--- config.mk ---
export PLATFORM = sky130hd
export DESIGN_NAME = ifetch_bridge
export DESIGN_NICKNAME = d
export VERILOG_FILES = /design/src/rtl/ifetch_bridge.sv
export SDC_FILE = /design/constraint.sdc
export NUM_CORES = 1
export LEC_CHECK = 0
export CAP_MARGIN = 20
export CELL_PAD_IN_SITES_DETAIL_PLACEMENT = 0
export CELL_PAD_IN_SITES_GLOBAL_PLACEMENT = 2
export CORE_ASPECT_RATIO = 1.25
export CORE_MARGIN = 2
export CORE_UTILIZATION = 34
export CTS_CLUSTER_SIZE = 8
export DETAILED_ROUTE_END_ITERATION = 7
export GPL_ROUTABILITY_DRIVEN = 0
export PLACE_DENSITY_LB_ADDON = 0.1
export SYNTH_ARGS = -nofsm -noshare
export SYNTH_HDL_FRONTEND = slang
export SYNTH_SLANG_ARGS = --single-unit
export TNS_END_PERCENT = 30
--- constraint.sdc ---
create_clock -name clk -period 5.1 [get_ports clk]
set_input_delay 1.02 -clock clk [delete_from_list [all_inputs] [get_ports clk]]
set_output_delay 1.02 -clock clk [all_outputs]
set_load 0.005 [all_outputs]
--- src/rtl/ifetch_bridge.sv ---
// Single-word instruction cache bridging core fetch to a req/gnt/rvalid memory port.
// Hits return the same cycle; a miss stalls the core until rvalid, with bypass on return.
module ifetch_bridge #(
  parameter int CNT_W = 16
) (
  input  logic             clk,
  input  logic             rst,
  input  logic             rom_ce_i,
  input  logic [31:0]      rom_addr_i,
  output logic [31:0]      rom_data_o,
  output logic             stallreq_o,
  input  logic             inval_i,
  output logic             mem_req_o,
  output logic [31:0]      mem_addr_o,
  input  logic             mem_gnt_i,
  input  logic             mem_rvalid_i,
  input  logic [31:0]      mem_rdata_i,
  output logic [CNT_W-1:0] miss_cnt_o
);

  typedef enum logic [1:0] {
    S_IDLE = 2'd0,
    S_REQ  = 2'd1,
    S_WAIT = 2'd2
  } state_t;

  state_t           r_state;
  state_t           w_state_nxt;
  logic [31:2]      r_last_addr;
  logic [31:0]      r_last_data;
  logic             r_last_valid;
  logic [31:2]      r_req_addr;
  logic             r_discard;
  logic [CNT_W-1:0] r_miss_cnt;

  logic             w_hit;
  logic             w_bypass;
  logic             w_latch;
  logic             w_resp;
  logic             w_fill;
  logic             w_busy;
  logic             w_cnt_sat;
  logic [1:0]       w_unused_addr_lsb;

  // Byte offset is irrelevant: the cache holds exactly one 32-bit word.
  assign w_unused_addr_lsb = rom_addr_i[1:0];

  assign w_hit    = rom_ce_i & r_last_valid & (rom_addr_i[31:2] == r_last_addr);
  assign w_bypass = (r_state == S_WAIT) & mem_rvalid_i & rom_ce_i
                  & (rom_addr_i[31:2] == r_req_addr);
  assign w_busy   = (r_state == S_REQ) | (r_state == S_WAIT);
  assign w_fill   = w_resp & ~r_discard & ~inval_i;
  assign w_cnt_sat = (r_miss_cnt == {CNT_W{1'b1}});

  always_comb begin
    rom_data_o = 32'h0;
    stallreq_o = 1'b0;
    if (w_hit) begin
      rom_data_o = r_last_data;
    end else if (w_bypass) begin
      rom_data_o = mem_rdata_i;
    end else if (rom_ce_i) begin
      stallreq_o = 1'b1;
    end
  end

  always_ff @(posedge clk or negedge rst) begin
    if (!rst) begin
      r_state <= S_IDLE;
    end else begin
      r_state <= w_state_nxt;
    end
  end

  always_comb begin
    w_state_nxt = r_state;
    w_latch     = 1'b0;
    w_resp      = 1'b0;
    case (r_state)
      S_IDLE: begin
        if (rom_ce_i && !w_hit) begin
          w_state_nxt = S_REQ;
          w_latch     = 1'b1;
        end
      end
      S_REQ: begin
        if (mem_gnt_i) begin
          w_state_nxt = S_WAIT;
        end
      end
      S_WAIT: begin
        if (mem_rvalid_i) begin
          w_state_nxt = S_IDLE;
          w_resp      = 1'b1;
        end
      end
      default: w_state_nxt = S_IDLE;
    endcase
  end

  always_ff @(posedge clk or negedge rst) begin
    if (!rst) begin
      r_req_addr <= 30'h0;
      r_discard  <= 1'b0;
      r_miss_cnt <= '0;
    end else begin
      if (w_latch) begin
        r_req_addr <= rom_addr_i[31:2];
        if (!w_cnt_sat) begin
          r_miss_cnt <= r_miss_cnt + CNT_W'(1);
        end
      end
      // An invalidate while a fetch is in flight poisons its returning data.
      if (w_latch) begin
        r_discard <= 1'b0;
      end else if (inval_i && w_busy) begin
        r_discard <= 1'b1;
      end
    end
  end

  always_ff @(posedge clk or negedge rst) begin
    if (!rst) begin
      r_last_addr  <= 30'h0;
      r_last_data  <= 32'h0;
      r_last_valid <= 1'b0;
    end else begin
      if (inval_i) begin
        r_last_valid <= 1'b0;
      end else if (w_fill) begin
        r_last_valid <= 1'b1;
      end
      if (w_fill) begin
        r_last_addr <= r_req_addr;
        r_last_data <= mem_rdata_i;
      end
    end
  end

  assign mem_req_o  = (r_state == S_REQ);
  assign mem_addr_o = {r_req_addr, 2'b00};
  assign miss_cnt_o = r_miss_cnt;

endmodule

==> results.toml <==
[outcome]
outcome = "finished clean"

[clock_tree]
clkSlewWorstSetupHoldPaths_ns = 0.08
cts_resized = 0
cts_made_buffers = 9
cts_setup_buffers = 0
cts_hold_buffers = 0
clk_path_buf_depth = 2
htreeDepth = 3
clock_sinks = 112
cts_tree = "built"
cts-root-buf = "clkbuf_16"
clk-insertion-delay-late_ns = 0.35

[floorplan]
placementRows = 53
initial_core_util = 0.344
die_area_um2 = 17900
fp.dieH_um = 149
ios = 152
die-width_um = 120
core_area_um2 = 16600

[cells_and_area]
fin_util = 0.464
nNetsFinal = 714
antenna_cells = 0
layout-drive-gt1-share = 0.207
n_fill_cell = 1612
area_growth_syn_to_layout_pct = 34.8

[setup_path]
r2r_start = "r_last_addr[17]"
cpPeakStageDelay_ns = 0.53
cp.depth = 10
cpMostUsedCell = "clkdlybuf4s50_1"
cp_num_buf_inv = 4
cp-startpoint = "rom_addr_i[30]"
worst-endpoint-required_ns = 4.08
critPathArrivalTime_ns = 3.76
critPathKind = "primary input to output port"
critical_path.cell_chain = "clkdlybuf4s50_1 > xor2_1 > nor4_1 > buf_4 > nand3_1 > nor4_4 > buf_12 > nand2_1 > o21ai_0 > clkdlybuf4s50_1"
path_max_fanout = 33
reg2reg_depth = 6
cp-end-kind = "output port"
cp_top_family = "buffers and inverters"
start_kind = "primary input"
crit_path_top_delay_cell = "clkdlybuf4s50_1"

[pwr]
power_mw = 3.57
power_switching_share = 0.324
power.internal_mw = 2.41
p_leak_nw = 3.17
power_switching_mw = 1.15
irDropWorstVdd_mv = 0.253
combPwrFrac = 0.364
sequentialPowerShare = 0.444
power-per-cell-area_nw_per_um2 = 462
clkPwrFrac = 0.192

[logic_synthesis]
synthCells = 493
netlist_area_um2 = 5730
synth_top_flop_cell = "dfrtp_1"
ys_ff_latch = 112
synth_area_per_cell_um2 = 11.6
synthTopCellsByArea = "dfrtp_1, mux2_2, xor2_1, nand2_1, o21ai_1"
synth-edff-count = 0
synth_top_area_share = 0.489
ys_async_sr_fraction = 1.00
yosys_warnings = 0
yosysSeqAreaShare = 0.489
synth_area_leader_cell = "dfrtp_1"
yosys-top-cells-count = "dfrtp_1, mux2_2, nand2_1"
yosysMostFrequentCell = "dfrtp_1"
yosys.cell_types.count = 40

[routing]
drtIter0Drc = 146
avgViaCountPerCell = 4.76
first_pass_iters = 4
drtAntennaViolNets = 0
drcViolationCount = 0
num_vias = 4109
finalWirelength_mm = 13.8
wl_per_cell_um = 16.0

[timing]
timing.final.max_slew_violations = 0
rsz0062_at_grt = "no"
max_slew_margin = 0.552
tightest_slew_ns = 0.670
period_share = 0.937
min_period_ns = 4.78
hold_viol = 0
worst_slack_ns = 0.323
tns_ns = 0
timing.fmax_ghz = 0.209
clock_skew_ns = 0.00641
setup_viol = 0

[grt]
grt_overflow_total = 0
grt_usage = 0.160
grt_pass1_vias = 4192
grt_pass1_wl_mm = 22.2
grt_max_degree = 80
antenna_found_initial = 0

[hold_path]
min_path_type = "primary input to async pin"

[place]
dp_hpwl_mm = 10.1
io_buffers = 147
pre_cts_slack_ns = 0.290

[job]
cap_violations = 0
## final cells by class
cell class,instances,area (um^2),share of cell area
tap,220,275,0.0356
multi-input combinational,351,2750,0.355
timing repair buffer,157,1590,0.206
sequential,112,2800,0.363
inverter,8,30.0,0.00389
clock inverter,7,57.6,0.00745
clock buffer,9,225,0.0291
## final timing paths
| kind | end | slack [ns] |
|---|---|---|
| worst max register to register | r_req_addr[8] | 2.58 |
| max in group asynchronous | miss_cnt_o[8] | 3.55 |
| worst max-delay path | rom_data_o[31] | 0.32 |
| worst min register to register | r_last_valid | 0.50 |
| worst min-delay path | r_req_addr[31] | 0.49 |
| min in group clk | r_last_valid | 0.50 |
## power groups by stage
stage                     logic, mW  clock network [mW]  registers, mW
final                          1.30               0.685           1.58
after global routing           1.43               0.750           1.65
after CTS                      1.33               0.711           1.59
after detailed placement       1.32                   0           1.61
after global placement         1.30                   0           1.59
after floorplan               0.748                   0           1.55
## cell families (layout without fill, tap and decap cells)
group | count (synthesis) | count (layout) | share of synthesized area
AND/OR/NAND/NOR | 135 | 135 | 0.121
other | 1 | 2 | 0.000654
XOR/XNOR | 73 | 73 | 0.112
buffers and inverters | 31 | 181 | 0.0347
adder cells (fa/ha/maj) | 5 | 5 | 0.0109
AO/OA/AOI/OAI | 39 | 39 | 0.0415
multiplexers | 97 | 97 | 0.191
flip-flops | 112 | 112 | 0.489
## per-layer routing
metal | GRT usage | part of all wire | vias to the layer above
met5 | 0 | 0 | -
li1 | - | - | 1993
met3 | 0.0317 | 0.037 | 10
met2 | 0.276 | 0.50 | 88
met4 | 0.0424 | 0.011 | 0
met1 | 0.205 | 0.45 | 2018
## through the flow
step / cells / cell area, um^2 / hold WS, ns
floorplan: 494 / 5730 / 0.450
global placement: 847 / 7420 / 0.472
detailed placement: 847 / 7420 / 0.479
CTS: 863 / 7700 / 0.498
global route: 864 / 7730 / 0.470
finish: 864 / 7730 / 0.491
## state kept, by name, summed over array words and instances (netlist names)
register,count
r_last_valid,1
r_last_addr,30
r_discard,1
r_state,2
miss_cnt_o,16
r_req_addr,30
r_last_data,32
## cells in the final DEF (no fill, tap or decap), drive strengths merged, types with 3 or more instances in the layout
cell type / instances
buf: 11
nand2: 72
inv: 9
xnor2: 13
and4: 3
clkbuf: 9
mux2: 97
dfrtp: 112
nor4: 21
clkinv: 4
clkdlybuf4s50: 146
o21ai: 33
xor2: 60
ha: 5
nand4: 10
nor3: 7
nor2: 6
nand3: 6
Power figures use the tool's default switching activity.
